==> src/rtl/mgt01_fp_exec_scheduler_if.sv <==
// mgt01_fp_exec_scheduler_if: issue, control, clock-enable and writeback signals of the FP issue scheduler
//   master: issue source/controller (drives issue_valid/unit/tag, stall, flush)
//   slave : scheduler (drives issue_ready, *_clk_en, div_start, wb_*, busy)
interface mgt01_fp_exec_scheduler_if #(parameter int TAG_W = 4);
    logic             issue_valid;
    logic [1:0]       issue_unit;
    logic [TAG_W-1:0] issue_tag;
    logic             issue_ready;
    logic             stall;
    logic             flush;
    logic             mag_clk_en;
    logic             add_clk_en;
    logic             mul_clk_en;
    logic             div_clk_en;
    logic             div_start;
    logic             wb_valid;
    logic [1:0]       wb_unit;
    logic [TAG_W-1:0] wb_tag;
    logic             busy;
    modport master (
        output issue_valid, issue_unit, issue_tag, stall, flush,
        input  issue_ready, mag_clk_en, add_clk_en, mul_clk_en, div_clk_en, div_start,
               wb_valid, wb_unit, wb_tag, busy
    );
    modport slave (
        input  issue_valid, issue_unit, issue_tag, stall, flush,
        output issue_ready, mag_clk_en, add_clk_en, mul_clk_en, div_clk_en, div_start,
               wb_valid, wb_unit, wb_tag, busy
    );
endinterface

==> src/rtl/mgt01_fp_exec_scheduler.sv <==
// mgt01_fp_exec_scheduler: FPU issue scheduler dispatching to MAG/ADD/MUL/DIV with writeback-slot reservation and clock gating
//   clk   : clock
//   rst_n : asynchronous active-low reset
//   bus   : slave side of mgt01_fp_exec_scheduler_if (issue handshake, stall/flush, unit clock enables, writeback, busy)
module mgt01_fp_exec_scheduler #(
    parameter int TAG_W   = 4,
    parameter int MAG_LAT = 2,
    parameter int ADD_LAT = 3,
    parameter int MUL_LAT = 3,
    parameter int DIV_LAT = 12
) (
    input logic                      clk,
    input logic                      rst_n,
    mgt01_fp_exec_scheduler_if.slave bus
);
    localparam int CW = $clog2(DIV_LAT + 1);
    // entry i holds the op that writes back i cycles from now
    logic [DIV_LAT-1:0] tv;
    logic [1:0]         tu [DIV_LAT];
    logic [TAG_W-1:0]   tt [DIV_LAT];
    logic [CW-1:0]      cnt [4];
    logic               div_busy;
    logic [CW-1:0]      lat;
    logic [DIV_LAT:0]   occ;
    logic               wb_valid;
    logic               div_wb;
    logic               ready;
    logic               fire;
    logic [3:0]         fire_v;
    logic [3:0]         wb_v;
    logic [3:0]         en_v;
    always_comb begin
        lat = bus.issue_unit == 2'd0 ? CW'(MAG_LAT) :
              bus.issue_unit == 2'd1 ? CW'(ADD_LAT) :
              bus.issue_unit == 2'd2 ? CW'(MUL_LAT) : CW'(DIV_LAT);
        // slot DIV_LAT is never occupied: a fire writes at most entry DIV_LAT-1
        occ = {1'b0, tv};
        wb_valid = tv[0] & !bus.stall;
        div_wb = wb_valid & (tu[0] == 2'd3);
        // the DIV writing back this cycle frees the divider for a new DIV
        ready = rst_n & !bus.stall & !bus.flush & !occ[lat] &
                !((bus.issue_unit == 2'd3) & div_busy & !div_wb);
        fire = bus.issue_valid & ready;
        fire_v = fire ? 4'b1 << bus.issue_unit : 4'b0;
        wb_v = wb_valid ? 4'b1 << tu[0] : 4'b0;
        // a unit keeps its clock only while some op other than the one leaving still needs it
        for (int u = 0; u < 4; u++)
            en_v[u] = !bus.stall & (fire_v[u] | (cnt[u] != CW'(wb_v[u])));
    end
    assign bus.issue_ready = ready;
    assign bus.wb_valid    = wb_valid;
    assign bus.wb_unit     = wb_valid ? tu[0] : 2'd0;
    assign bus.wb_tag      = wb_valid ? tt[0] : '0;
    assign bus.div_start   = fire_v[3];
    assign bus.mag_clk_en  = en_v[0];
    assign bus.add_clk_en  = en_v[1];
    assign bus.mul_clk_en  = en_v[2];
    assign bus.div_clk_en  = en_v[3];
    assign bus.busy        = (|tv) | div_busy;
    always_ff @(posedge clk or negedge rst_n) begin
        if (!rst_n) begin
            tv       <= '0;
            div_busy <= 1'b0;
            for (int i = 0; i < DIV_LAT; i++) begin
                tu[i] <= '0;
                tt[i] <= '0;
            end
            for (int u = 0; u < 4; u++) cnt[u] <= '0;
        end else if (bus.flush) begin
            tv       <= '0;
            div_busy <= 1'b0;
            for (int u = 0; u < 4; u++) cnt[u] <= '0;
        end else if (!bus.stall) begin
            tv <= {1'b0, tv[DIV_LAT-1:1]};
            for (int i = 0; i < DIV_LAT - 1; i++) begin
                tu[i] <= tu[i+1];
                tt[i] <= tt[i+1];
            end
            tu[DIV_LAT-1] <= '0;
            tt[DIV_LAT-1] <= '0;
            if (fire) begin
                tv[lat - CW'(1)] <= 1'b1;
                tu[lat - CW'(1)] <= bus.issue_unit;
                tt[lat - CW'(1)] <= bus.issue_tag;
            end
            div_busy <= fire_v[3] | (div_busy & !div_wb);
            for (int u = 0; u < 4; u++) cnt[u] <= cnt[u] + CW'(fire_v[u]) - CW'(wb_v[u]);
        end
    end
endmodule
==> src/flat_wrapper.sv <==
// flat-port wrapper written by rule: the top's interface ports become plain ports
module mgt01_fp_exec_scheduler_flat 
#(
    parameter int TAG_W   = 4,
    parameter int MAG_LAT = 2,
    parameter int ADD_LAT = 3,
    parameter int MUL_LAT = 3,
    parameter int DIV_LAT = 12
)
  (clk, rst_n, bus_issue_valid, bus_issue_unit, bus_issue_tag, bus_stall, bus_flush, bus_issue_ready, bus_mag_clk_en, bus_add_clk_en, bus_mul_clk_en, bus_div_clk_en, bus_div_start, bus_wb_valid, bus_wb_unit, bus_wb_tag, bus_busy);
  mgt01_fp_exec_scheduler_if #(.TAG_W(TAG_W)) bus_i ();
  input logic clk;
  input logic rst_n;
  input wire logic [$bits(bus_i.issue_valid)-1:0] bus_issue_valid;
  input wire logic [$bits(bus_i.issue_unit)-1:0] bus_issue_unit;
  input wire logic [$bits(bus_i.issue_tag)-1:0] bus_issue_tag;
  input wire logic [$bits(bus_i.stall)-1:0] bus_stall;
  input wire logic [$bits(bus_i.flush)-1:0] bus_flush;
  output wire logic [$bits(bus_i.issue_ready)-1:0] bus_issue_ready;
  output wire logic [$bits(bus_i.mag_clk_en)-1:0] bus_mag_clk_en;
  output wire logic [$bits(bus_i.add_clk_en)-1:0] bus_add_clk_en;
  output wire logic [$bits(bus_i.mul_clk_en)-1:0] bus_mul_clk_en;
  output wire logic [$bits(bus_i.div_clk_en)-1:0] bus_div_clk_en;
  output wire logic [$bits(bus_i.div_start)-1:0] bus_div_start;
  output wire logic [$bits(bus_i.wb_valid)-1:0] bus_wb_valid;
  output wire logic [$bits(bus_i.wb_unit)-1:0] bus_wb_unit;
  output wire logic [$bits(bus_i.wb_tag)-1:0] bus_wb_tag;
  output wire logic [$bits(bus_i.busy)-1:0] bus_busy;
  assign bus_i.issue_valid = bus_issue_valid;
  assign bus_i.issue_unit = bus_issue_unit;
  assign bus_i.issue_tag = bus_issue_tag;
  assign bus_i.stall = bus_stall;
  assign bus_i.flush = bus_flush;
  assign bus_issue_ready = bus_i.issue_ready;
  assign bus_mag_clk_en = bus_i.mag_clk_en;
  assign bus_add_clk_en = bus_i.add_clk_en;
  assign bus_mul_clk_en = bus_i.mul_clk_en;
  assign bus_div_clk_en = bus_i.div_clk_en;
  assign bus_div_start = bus_i.div_start;
  assign bus_wb_valid = bus_i.wb_valid;
  assign bus_wb_unit = bus_i.wb_unit;
  assign bus_wb_tag = bus_i.wb_tag;
  assign bus_busy = bus_i.busy;
  mgt01_fp_exec_scheduler #(.TAG_W(TAG_W), .MAG_LAT(MAG_LAT), .ADD_LAT(ADD_LAT), .MUL_LAT(MUL_LAT), .DIV_LAT(DIV_LAT)) u_core (.clk(clk), .rst_n(rst_n), .bus(bus_i));
endmodule
==> config.mk <==
export PLATFORM = sky130hd
export DESIGN_NAME = mgt01_fp_exec_scheduler_flat
export DESIGN_NICKNAME = d
export VERILOG_FILES = /design/src/rtl/mgt01_fp_exec_scheduler_if.sv /design/src/rtl/mgt01_fp_exec_scheduler.sv /design/src/flat_wrapper.sv
export SDC_FILE = /design/constraint.sdc
export NUM_CORES = 1
export LEC_CHECK = 0
export CAP_MARGIN = 0
export CELL_PAD_IN_SITES_DETAIL_PLACEMENT = 0
export CELL_PAD_IN_SITES_GLOBAL_PLACEMENT = 1
export CORE_MARGIN = 1
export CORE_UTILIZATION = 47
export CTS_BUF_LIST = sky130_fd_sc_hd__clkbuf_16
export DETAILED_ROUTE_END_ITERATION = 12
export PLACE_DENSITY_LB_ADDON = 0.1
export SYNTH_ARGS = -nofsm -noshare
export SYNTH_HDL_FRONTEND = slang
export SYNTH_SLANG_ARGS = --single-unit
==> constraint.sdc <==
create_clock -name clk -period 3.26 [get_ports clk]
set_clock_uncertainty 0.1 [all_clocks]
set_input_delay 0.652 -clock clk [delete_from_list [all_inputs] [get_ports clk]]
set_output_delay 0.652 -clock clk [all_outputs]
set_load 0.02 [all_outputs]
==> results of run 1 <==
[placed cells by master (no fill, tap or decap), types with 14 or more instances in the layout]
master	synthesis	routed
buf_4	2	59
ha_1	26	25
o21ai_0	49	49
clkdlybuf4s50_1	0	14
a31oi_1	34	34
nor2_1	76	75
nand2_1	50	49
dfrtp_1	100	100
a21oi_1	52	52
inv_1	36	36
[worst max path at each step]
stage	start	to	slack, ns	cells after the start
after CTS	bus_stall	bus_mag_clk_en	0.05	6
after floorplan	bus_stall	u_core.cnt[10]	0.17	11
after global placement	bus_issue_unit[1]	bus_mul_clk_en	-0.59	8
after global routing	bus_issue_unit[0]	bus_div_clk_en	0.01	9
after detailed placement	bus_issue_unit[1]	bus_add_clk_en	-0.61	8
final	bus_issue_unit[0]	bus_mul_clk_en	0.09	8
[metrics by stage]
| step | setup slack [ns] | power (W) |
|---|---|---|
| floorplan | 0.1715 | 0.001863 |
| global placement | -0.5924 | 0.002046 |
| CTS | 0.04707 | 0.003039 |
| detailed placement | -0.6095 | 0.002061 |
| finish | 0.09448 | 0.003003 |
| global route | 0.009756 | 0.003167 |
[cell type report]
class / count / area [µm²]
clock inverter: 6 / 32.53
timing repair buffer: 85 / 704.4
fill: 1058 / 4990
multi-input combinational: 420 / 2695
clock buffer: 9 / 225.2
sequential: 100 / 2502
tap: 143 / 178.9
inverter: 36 / 138.9
[layer usage]
| metal | share of wire, % | routed length (µm) | up-vias |
|---|---|---|---|
| li1 | - | - | 2208 |
| met1 | 47 | 6794 | 2335 |
| met2 | 48 | 6912 | 85 |
| met3 | 3.5 | 501 | 12 |
| met4 | 0.93 | 134 | 0 |
| met5 | 0 | 0 | - |
[synth_stat cells (all sizes together), types with 3 or more instances]
master / number
o211ai: 5
clkbuf: 19
fa: 4
a211oi: 12
a21o: 4
and3: 12
nand2: 52
a21oi: 53
nand3: 6
a221oi: 3
xor2: 4
mux2i: 12
a41oi: 7
a31oi: 34
and4: 3
a221o: 6
a22o: 4
xnor2: 4
nor2: 76
o21ai: 50
or2: 3
o31a: 4
nor2b: 3
nor3: 3
and2: 12
dfrtp: 100
inv: 36
buf: 26
ha: 26
[cells by family (layout without fill, tap and decap cells)]
| group | Yosys count | count (layout) | synth area share (%) |
|---|---|---|---|
| flip-flops | 100 | 100 | 45.15 |
| multiplexers | 13 | 13 | 2.506 |
| AND/OR/NAND/NOR | 179 | 179 | 14.81 |
| buffers and inverters | 81 | 136 | 6.930 |
| AO/OA/AOI/OAI | 190 | 190 | 22.03 |
| adder cells (fa/ha/maj) | 30 | 30 | 7.314 |
| XOR/XNOR | 8 | 8 | 1.264 |
[flip-flops by register name, summed over array words and instances (netlist names)]
register         flops
u_core.cnt          16
u_core.div_busy      1
u_core.tv           12
u_core.tu           23
u_core.tt           48
[where the power goes]
group          total [W]  internal, W  switching [W]
Clock           0.000963     0.000506       0.000457
Combinational   0.000532     0.000224       0.000307
Sequential       0.00151      0.00141      0.0000973
Total            0.00300      0.00214       0.000862
[what timing repair did]
action / 4_1_cts / 5_1_grt
pin swaps: 1 / 1
buffers inserted: 0 / 0
gates resized for setup: 31 / 4
setup endpoints to repair: 7 / 4
hold buffers: 0 / 0
endpoints found under the hold margin: 0 / 0
==> summary.md, run 1 <==
| Metric | Value |
|---|---|
| Status | completed |
| Slowest stage delay, CP | about 0.27 ns |
| Area of the core | 0.01147 mm² |
| Layer with the highest usage | met2 |
| Die ar. | approximately 0.012 mm² |
| Fmax | about 320 MHz |
| Residual DRC | 0 |
| Synth warnings | 0 |
| Met1 Use GR | approximately 34% |
| Syn_nets | roughly 640 |
| CTS root buf | clkbuf_16 |
| Synth top area cells | dfrtp_1 45%, ha_1 5.9%, nor2_1 5.1% |
| R2R depth | 11 |
| Hold crit path type | in -> async |
| Antenna Nets Post-Route | 0 |
| Initial antenna violation count | 0 |
| Rel. slew slack | 44.68% |
| Setup TNS | 0 ns |
| Non-filler cells, final | roughly 800 |
| Worst Path Required | between 2 and 3 ns |
| Share of Yosys cell area claimed by the top area cell type | a little under half |
| Largest net degree at the start of global routing | 68 |
| Synth unique cells | 54 |
| WP data arrival | 2.41 ns |
| Vias per std cell | around 5.8 |
| Placed inst area | between 0.006 and 0.007 mm² |
| Cells after Synth | ~600 |
| CTS Buf Count | 9 |
| GPL Wtd Cong | between 0.8 and 0.9 |
| Dominant cell type by area after synthesis | dfrtp_1 |
| Final Hold Viols | 0 |
| Die width | approximately 110 µm |
| Reg2reg setup slack | between 0.5 and 0.6 ns |
| Ant diodes | 0 |
| H-Tree Depth | 3 |
| Layout net count | a little under 700 |
| CTS tree | yes |
| Seq/Total Area, Yosys | 45.15% |
| Core Rows | 39 |
| Met3 Usage GRT | slightly below 5% |
| Post-DP HPWL | ~9600 µm |
| Top Family by Delay on Critical Path | buffers and inverters |
| Worst-Skew Late Latency | 0.35 ns |
| Bufs and invs on worst path | 3 |
| Final WL | 14,340 µm |
| Number of global-route vias before repair | 4,738 |
| Die height | ~110 µm |
| Leakage | approximately 2.9 nW |
| Ratio of cells with drive above 1 in the final layout | 15.70% |
| CP Cell Sequence | dlygate4sd2_1 -> buf_6 -> ha_1 -> or2_1 -> o22a_2 -> and3_1 -> o31a_1 -> buf_2 |
| Endpoint class of the critical path | primary output |
| M2 GR Usage | between 40% and 50% |
| MaxCap Viol Count | 0 |
| Crit Path Max Fanout | 8 |
| Crit start category | input port |
| Clk buf depth | 2 |
| I/O Buffers | 24 |
| IO Pins | 25 |
| Synth Flop Type | dfrtp_1 |
| Post-synthesis async set-or-reset flop share | 100.0% |
| Pre-Repair DR Iteration Count | 5 |
| Average cell area after synthesis | slightly above 9 µm² |
| Synth Cell Area | roughly 0.0055 mm² |
| Number of enable flip-flop cells after synthesis | 0 |
| Max stage delay cell, worst path | dlygate4sd2_1 |
| Minimum clock period | 3.166 ns |
| Grt ovf | 0 |
| R2R Path End | u_core.cnt[2] |
| Final instance area | between 0.006 and 0.007 mm² |
| Pwr/cell area | approximately 460 mW/mm² |
| CTS sink cnt | 100 |
| DR iter-0 viols | around 280 |
| Via count | about 4,600 |
| Maximum vdd drop | about 0.0004 V |
| Unrepaired setup endpoints after global routing | no |
| Reg clk slew, reported paths | roughly 0.060 ns |
| Fin util | 56.49% |
| FF+latch count, synth | 100 |
| Pins Over Slew Limit | 0 |
| Crit Path Class | in -> out |
| Area growth, synth to finish | 16.86% |
| Routed wire per std cell | ~18 µm |
| Worst r2r src | u_core.tv[0] |
| Starting Density | between 40% and 50% |
| Worst Max-Slew Pin Slew | slightly above 0.8 ns |
| Final-report setup violation count | 0 |
| Fin Hold WS | 0.3050 ns |
| Placed Instances | 784 |
| Gr usage total | between 20 and 30% |
| Period utilisation layout | 97.10% |
| First-pass GRT wire length | roughly 24,000 µm |
(Power assumes the default switching activity.)
==> inputs of run 2 (changes only) <==
ABC_AREA = 1   (was not set)
CORE_UTILIZATION = 45   (was 47)
==> summary.md, run 2 <==
| Metric | Value |
|---|---|
| Fmax | 319.3 MHz |
| Syn_nets | slightly above 900 |
| CTS Buf Count | 9 |
| Starting Density | 46.40% |
| Routed wire per std cell | between 10 and 15 µm |
| Most frequent cells in the layout | 424 x nand2_1, 100 x dfrtp_1, 86 x inv_1, 72 x o21ai_0, 65 x nand4_1 |
| Simple-Gate Fraction of Synth Area | between 30% and 40% |
| Die width | 119.3 µm |
| Multiplexer share of the synthesized area | 0% |
| Final WL | around 16,000 µm |
| Pre-Repair DR Iteration Count | 5 |
| Largest family of logic cells by synthesized area | simple AND/OR/NAND/NOR gates |
| Status | completed |
| IO Pins | 25 |
| Most common cell in the netlist | nand2_1 |
| CTS sink cnt | 100 |
| Crit Path Class | in -> out |
| Pwr/cell area | about 440 mW/mm² |
| Endpoint class of the critical path | primary output |
| Ratio of cells with drive above 1 in the final layout | under 10% |
| CTS tree | yes |
| MaxCap Viol Count | 0 |
| Worst Path Required | about 2.5 ns |
| First-pass GRT wire length | 27,630 µm |
| Dominant cell type by area after synthesis | dfrtp_1 |
| Post-synthesis async set-or-reset flop share | 100.0% |
| H-Tree Depth | 3 |
| Synth Cell Area | just over 0.006 mm² |
| Ant diodes | 0 |
| Vias per std cell | about 5.2 |
| Grt ovf | 0 |
| Pins Over Slew Limit | 0 |
| Initial antenna violation count | 1 |
| Minimum clock period | ~3.1 ns |
| Biggest regs | u_core.tt (48), u_core.tu (23), u_core.cnt (16) |
| Clock power share | about two fifths |
| Hold crit path type | in -> async |
| Setup TNS | 0 ns |
| P_sw | around 0.0009 W |
| Core Rows | 42 |
| Largest net degree at the start of global routing | 63 |
| Unrepaired setup endpoints after global routing | no |
| Average cell area after synthesis | roughly 7 µm² |
| Cells after Synth | slightly below 900 |
| Synth top area cells | dfrtp_1 40%, nand2_1 26%, nand4_1 6.6% |
| Layout net count | between 900 and 1,000 |
| Leakage | between 3 and 4 nW |
| Synth warnings | 0 |
| Via count | about 5,700 |
| Gr usage total | between 20 and 25% |
| Worst Max-Slew Pin Slew | ~0.72 ns |
| Crit Path Max Fanout | 6 |
| Rel. slew slack | between 50 and 60% |
| Die ar. | approximately 0.014 mm² |
| FF+latch count, synth | 100 |
| Most frequent cells after synthesis | 424 x nand2_1, 100 x dfrtp_1, 86 x inv_1 |
| DR iter-0 viols | 417 |
| Reg clk slew, reported paths | about 0.070 ns |
| Synth Area in XOR/XNOR | 0% |
| Period utilisation layout | between 90% and 100% |
| Max FFs per register | 48 |
| Crit start category | input port |
| Synth Area in Adders | under 10% |
| # fillers | between 1,000 and 1,500 |
| Post-DP HPWL | about 10,000 µm |
| Final Hold Viols | 0 |
| Number of global-route vias before repair | ~5,600 |
| Residual DRC | 0 |
| Sw frac | slightly below 30% |
| GPL Wtd Cong | about 0.80 |
| Number of enable flip-flop cells after synthesis | 0 |
| Synth unique cells | 28 |
| Final-report setup violation count | 0 |
| Pint | approximately 0.0022 W |
| Synth Area in Compound Gates | 8.606% |
| Placed Instances | approximately 1,100 |
| Share of Yosys cell area claimed by the top area cell type | 40.40% |
| Combinational share of power | 15.9% |
| Maximum vdd drop | 0.0002347 V |
| Clk buf depth | 2 |
| Synth Flop Type | dfrtp_1 |
| CTS Hold Bufs | 0 |
| Area growth, synth to finish | 14.24% |
| Die height | 119.3 µm |
| Most common cell after layout, fill and taps aside | nand2_1 |
| Seq/Total Area, Yosys | around two fifths |
| Non-filler cells, final | between 1,000 and 1,500 |
| Seq pwr share | between 40 and 50% |
| I/O Buffers | 24 |
| CTS root buf | clkbuf_16 |
| Worst-Skew Late Latency | 0.36 ns |
| Antenna Nets Post-Route | 0 |
| Area of the core | 0.01335 mm² |
| WP data arrival | about 2.4 ns |
| Most flop-heavy register | u_core.tt |
[run 2: cell types whose count changed after synthesis, sizes merged, moves of 22 or more]
cell / previous run / this run
a21oi: 53 / 10
nor2: 76 / 16
o21ai: 50 / 72
nand4: 2 / 66
a31oi: 34 / 0
nand2: 52 / 426
inv: 36 / 86
[run 2: layout make-up]
cell class / count / area (µm²) / share of cell area (%)
clock buffers: 9 / 225.2 / 3.183
well taps: 176 / 220.2 / 3.112
multi-input cells: 650 / 3129 / 44.23
clock inverters: 7 / 100.1 / 1.415
inverters: 87 / 326.6 / 4.615
repair buffers: 70 / 571.8 / 8.081
flip-flops and latches: 100 / 2502 / 35.37
[run 2: timing repair]
action / 4_1_cts / 5_1_grt
buffers inserted: 0 / 4
resized for setup: 16 / 7
pin swaps: 0 / 3
endpoints found under the setup margin: 6 / 6
[run 2: final timing paths]
path,from,endpoint,slack (ns),cells past startpoint
max in group asynchronous,rst_n,u_core.tt[23],1.59,3
min in group clk,u_core.tt[30],u_core.tt[30],0.38,2
worst max-delay path,bus_issue_unit[0],bus_mag_clk_en,0.13,11
worst min register to register,u_core.tt[30],u_core.tt[30],0.38,2
worst min-delay path,rst_n,u_core.cnt[15],0.33,2
worst max register to register,u_core.tv[0],u_core.cnt[5],0.86,12
[run 2: power groups by stage]
stage	Clock, W	Combinational (W)	Sequential, W
after floorplan	0	0.000343	0.00144
after global placement	0	0.000492	0.00146
after detailed placement	0	0.000497	0.00146
after CTS	0.00122	0.000502	0.00144
after global routing	0.00126	0.000579	0.00145
final	0.00119	0.000498	0.00144
[run 2: cell families (layout without fill, tap and decap cells)]
logic type      Yosys count  count (layout)
fa+ha+maj                30              30
flops                   100             100
buf+inv                 141             173
compound gates           99              99
simple gates            521             521
[run 2: critical path, cell delays in order]
cell and delay, ns:
clkdlybuf4s50_1 0.48, inv_1 0.08, ha_4 0.26, inv_1 0.07, nand2_1 0.05, nand3_1 0.06, nand2_1 0.06, nand2_2 0.12
nand4_1 0.18, a21oi_1 0.19, buf_2 0.19
[run 2: through the flow]
step	power [W]	setup WS [ns]	hold WS (ns)	cell area, µm²	util (%)
floorplan	0.001784	0.2662	0.2564	6193	-
global placement	0.001947	-0.4227	0.3622	6739	50.49
detailed placement	0.001957	-0.4479	0.3657	6739	50.49
CTS	0.003156	0.04375	0.3536	7071	52.97
global route	0.003287	0.0004199	0.4024	7076	53.01
finish	0.003126	0.1279	0.3318	7076	53.01
[run 2: per-layer routing]
metal | track usage (%) | up-vias | wire, µm
met5 | 0 | - | 13
met4 | 9.922 | 2 | 302
met3 | 3.592 | 21 | 750
met2 | 39.97 | 123 | 7632
met1 | 32.45 | 2703 | 7579
li1 | - | 2890 | -
